[src/rtl/fade_pwm_driver_tt.sv]
// Fade-level consumer: double-buffered PWM with optional square-law gamma,
// sunrise/sunset event pulses and a sticky level-step protocol monitor.
module fade_pwm_driver_tt #(
    parameter int unsigned PRESCALE = 4,
    parameter bit          GAMMA_EN = 1'b0
) (
    input  logic       clk_i,
    input  logic       rst_n,
    input  logic [7:0] level_i,
    input  logic       direction_i,
    input  logic       clear_err_i,
    output logic       pwm_out_o,
    output logic [7:0] duty_o,
    output logic       sunrise_pulse_o,
    output logic       sunset_pulse_o,
    output logic       step_error_o
);

    localparam int unsigned PrescW = (PRESCALE > 1) ? $clog2(PRESCALE) : 1;
    localparam logic [PrescW-1:0] PrescMax = PrescW'(PRESCALE - 1);

    logic [PrescW-1:0] presc_cnt_q, presc_cnt_d;
    logic [7:0]        pwm_cnt_q, pwm_cnt_d;
    logic [7:0]        duty_q, duty_d;
    logic [7:0]        level_q;
    logic              dir_q;
    logic              primed_q;
    logic              pwm_out_q, pwm_out_d;
    logic              sunrise_q, sunrise_d;
    logic              sunset_q, sunset_d;
    logic              step_error_q, step_error_d;

    logic              tick;
    logic [15:0]       gamma_sum;
    logic [7:0]        duty_f;
    logic              step_legal;
    logic              step_viol;

    always_comb begin
        tick        = (presc_cnt_q == PrescMax);
        presc_cnt_d = tick ? '0 : presc_cnt_q + 1'b1;
        pwm_cnt_d   = tick ? pwm_cnt_q + 8'd1 : pwm_cnt_q;

        // Max L*L + 255 = 65280, so 16 bits never overflow.
        gamma_sum = ({8'd0, level_q} * {8'd0, level_q}) + 16'd255;
        duty_f    = GAMMA_EN ? 8'(gamma_sum >> 8) : level_q;

        // New duty only at the period boundary so a period is never torn.
        duty_d    = (tick && (pwm_cnt_q == 8'hFF)) ? duty_f : duty_q;
        pwm_out_d = (pwm_cnt_q < duty_q);

        sunset_d  = primed_q & direction_i & ~dir_q;
        sunrise_d = primed_q & ~direction_i & dir_q;

        // 9-bit compare so 255->0 and 0->255 never look like legal steps.
        step_legal = direction_i ? (({1'b0, level_i} + 9'd1) == {1'b0, level_q})
                                 : ({1'b0, level_i} == ({1'b0, level_q} + 9'd1));
        step_viol  = primed_q && (level_i != level_q) && !step_legal;

        step_error_d = step_error_q;
        if (clear_err_i) step_error_d = 1'b0;
        if (step_viol)   step_error_d = 1'b1;
    end

    always_ff @(posedge clk_i or negedge rst_n) begin
        if (!rst_n) begin
            presc_cnt_q  <= '0;
            pwm_cnt_q    <= '0;
            duty_q       <= '0;
            level_q      <= '0;
            dir_q        <= 1'b0;
            primed_q     <= 1'b0;
            pwm_out_q    <= 1'b0;
            sunrise_q    <= 1'b0;
            sunset_q     <= 1'b0;
            step_error_q <= 1'b0;
        end else begin
            presc_cnt_q  <= presc_cnt_d;
            pwm_cnt_q    <= pwm_cnt_d;
            duty_q       <= duty_d;
            level_q      <= level_i;
            dir_q        <= direction_i;
            primed_q     <= 1'b1;
            pwm_out_q    <= pwm_out_d;
            sunrise_q    <= sunrise_d;
            sunset_q     <= sunset_d;
            step_error_q <= step_error_d;
        end
    end

    assign pwm_out_o       = pwm_out_q;
    assign duty_o          = duty_q;
    assign sunrise_pulse_o = sunrise_q;
    assign sunset_pulse_o  = sunset_q;
    assign step_error_o    = step_error_q;

endmodule

[config.mk]
export PLATFORM = sky130hd
export DESIGN_NAME = fade_pwm_driver_tt
export DESIGN_NICKNAME = d
export VERILOG_FILES = /design/src/rtl/fade_pwm_driver_tt.sv
export SDC_FILE = /design/constraint.sdc
export NUM_CORES = 1
export LEC_CHECK = 0
export CAP_MARGIN = 25
export CORE_MARGIN = 5
export CORE_UTILIZATION = 54
export DETAILED_ROUTE_END_ITERATION = 12
export PLACE_DENSITY_LB_ADDON = 0.15
export REMOVE_ABC_BUFFERS = 1
export SLEW_MARGIN = 40
export SYNTH_ARGS = -nofsm -noshare
export SYNTH_HDL_FRONTEND = slang
export SYNTH_SLANG_ARGS = --single-unit
export TNS_END_PERCENT = 10
[constraint.sdc]
create_clock -name clk_i -period 2.32 [get_ports clk_i]
set_input_delay 0.464 -clock clk_i [delete_from_list [all_inputs] [get_ports clk_i]]
set_output_delay 0.464 -clock clk_i [all_outputs]
set_load 0.02 [all_outputs]
==> metrics.cfg <==
[pwr]
ir_drop_v=0.000458
power_density_mw_per_mm2=538
clkPwrFrac_pct=36.6
p_switching_mw=0.275
power.share.switching_pct=24.2
leakagePower_nw=0.919
p_int_mw=0.862
combPwrFrac_pct=12.0
pwr-share-seq_pct=51.4

[sta]
fin_crit_sh_pct=92.9
fin_crit_ps=2160
rsz0062_at_grt=no
drv_slew=0
clock.fmax_mhz=464
setup_violations=0
clock_skew_ps=4.41
holdWs_ps=444
worst_slack_ps=164
hold_viol=0

[run]
drv_cap=0

[status]
outcome=finished clean

[clock_network]
htree_levels=2
clk_transition_reported_paths_ps=100
numClockSinks=32
cts_buffer_depth=2
clk_latency_ps=330
hold_buffers=0
cts_resized=0
cts-root-buf=clkbuf_4
cts_tree=yes
postCtsSetupBuffers=0
cts_buffers=5

[logic_synthesis]
avgSynthCellArea_um2=10.6
ys_seq_area_share_pct=46.5
yosys.area.top_type=dfrtp_1
synth.area.top_cells=dfrtp_1, xnor2_1, ha_1, mux2_2, xor2_1
synth-seq-cells=32
yosysTopAreaCellShare_pct=46.5
syn_area_mm2=0.00172
ys_types=31
synth_cells=162
synth_warnings=0

[global_route]
grt_overflow=0
grt_usage_pct=19.2
use_met1_pct=24.5
grt_pass1_wl_mm=6.20
grt_use_met3_pct=8.09
met2_usage_pct=28.6
grt_pass1_vias=1319
grt_busiest_layer=met2
grt_max_degree=33
antenna_found_initial=0

[layout]
multiInputGateArea_um2=875
syn2layout_area_growth_pct=22.7
antennaDiodeCount=0
fin_util_pct=69.2
stdcell_count=239
nFillCells=263
final_common_cell=dfrtp_1
final_cell_mix=dfrtp_1, clkdlybuf4s50_1, xnor2_1, nand2_1
register_area_um2=801
nets=217
drive_above_1_share_pct=12.8

[drt]
first_pass_iters=4
wl_mm=3.47
drt-initial-drc-count=71
antenna_left=0
post_drt_wl_per_cell_um=14.5
vias=1276
via_per_inst=5.34
drc_errors=0

[placed_design]
hpwl_mm=2.63
gp_congestion=0.876
io_buffer_count=23
post-place-ws_ps=-195
dpl.cell_count=231

[critical_path]
cp_num_buf_inv=1
reg2reg_to=duty_o[5]$_DFFE_PN0P_
cp_cell_sequence=clkdlybuf4s50_1, ha_1, xor2_1, nand3_1, o21ai_0, a32oi_1, or4_1, o31a_1
reg2reg_slack_ps=330
reg2regPathDepth=5
cp-start-kind=primary input
critical-path-top-delay-family=simple AND/OR/NAND/NOR gates
critPathSlowestCell=clkdlybuf4s50_1
r2r-start=presc_cnt_q[0]$_DFF_PN0_
endpoint_kind=flip-flop
critPathMaxFanout=3
crit_required_ps=2550
crit_path_max_incr_delay_ps=500
criticalPathCategory=primary input to flip-flop
cp_data_arrival_time_ps=2390

[floorplan]
core_mm2=0.00305
start_util_pct=56.4
die_x_um=66.5
ios=24
std_cell_rows=20
die-area_mm2=0.00442
die_height_um=66.5

[worst_hold_path]
hp-start=dir_q$_DFF_PN0_
min_path_type=flip-flop to flip-flop
hold-path-endpoint=sunset_pulse_o$_DFF_PN0_
whs_path_depth=1

flip-flops by register name, summed over array words and instances (netlist names):
register and cells:
duty_f 8, duty_o 8, pwm_cnt_q 8, presc_cnt_q 2, dir_q 1, primed_q 1
pwm_out_o 1, step_error_o 1, sunrise_pulse_o 1, sunset_pulse_o 1
cell usage after synthesis:
master,count
ha_1,11
mux2i_1,3
o21ai_0,5
dfrtp_1,32
o41ai_1,2
nand3b_1,1
xor2_1,6
nor3_1,4
xor2_2,1
and4b_1,1
o31a_1,1
nor2b_1,1
or4_1,2
mux2_2,8
and3_1,2
xnor2_1,18
xnor2_2,1
or2_2,1
nand2b_1,3
a32oi_1,2
clkbuf_1,3
conb_1,1
nand2_1,13
buf_2,1
nor2_1,11
a21oi_1,5
and4_2,1
inv_1,8
o31ai_1,1
nand3_1,7
nand4_1,6
through the flow:
stage	total power [mW]	cell area, µm²	TNS, ps
final	1.14	2110	0
after global routing	1.21	2110	0
after CTS	1.15	2110	0
after detailed placement	0.732	2040	-195
after global placement	0.728	2040	-106
after floorplan	0.660	1710	0
per-layer routing:
layer / part of all wire, % / vias up
li1: - / 624
met1: 45 / 611
met2: 49 / 39
met3: 6.2 / 2
met4: 0.52 / 0
met5: 0 / -
power by group through the flow:
stage	Clock, mW	Combinational [mW]	Sequential, mW
4_1_cts	0.432	0.137	0.585
3_5_place_dp	0	0.136	0.596
2_1_floorplan	0	0.0654	0.595
3_3_place_gp	0	0.133	0.595
5_1_grt	0.471	0.153	0.587
6_report	0.416	0.137	0.584
worst max path at each step:
stage               startpoint                       end  slack (ps)  cells past startpoint
finish              level_i[0]  step_error_o$_DFFE_PN0P_         160                      8
global route        level_i[0]  step_error_o$_DFFE_PN0P_          40                      8
CTS                 level_i[0]  step_error_o$_DFFE_PN0P_         170                      8
detailed placement  level_i[0]  step_error_o$_DFFE_PN0P_        -190                      8
global placement    level_i[0]  step_error_o$_DFFE_PN0P_        -110                      8
floorplan           level_i[0]  step_error_o$_DFFE_PN0P_         420                      7
layout make-up:
| type | count | area share (%) |
|---|---|---|
| multi-input combinational | 118 | 41.4 |
| clock buffer | 6 | 1.95 |
| timing repair buffer | 29 | 13.0 |
| inverter | 8 | 1.42 |
| sequential | 32 | 37.9 |
| clock inverter | 2 | 1.66 |
| tap | 44 | 2.61 |
cells by family (layout without fill, tap and decap cells):
group	count (synthesis)	after routing	share of synthesized area, %
other	1	1	0.218
DFF	32	32	46.5
and+or+nand+nor	53	53	15.6
buffers and inverters	12	45	2.69
xor gates and xnor gates	26	26	14.1
AOI/OAI and AO/OA	16	16	5.89
muxes	11	11	6.98
adders and majority gates	11	11	7.99
(Power assumes the default switching activity.)
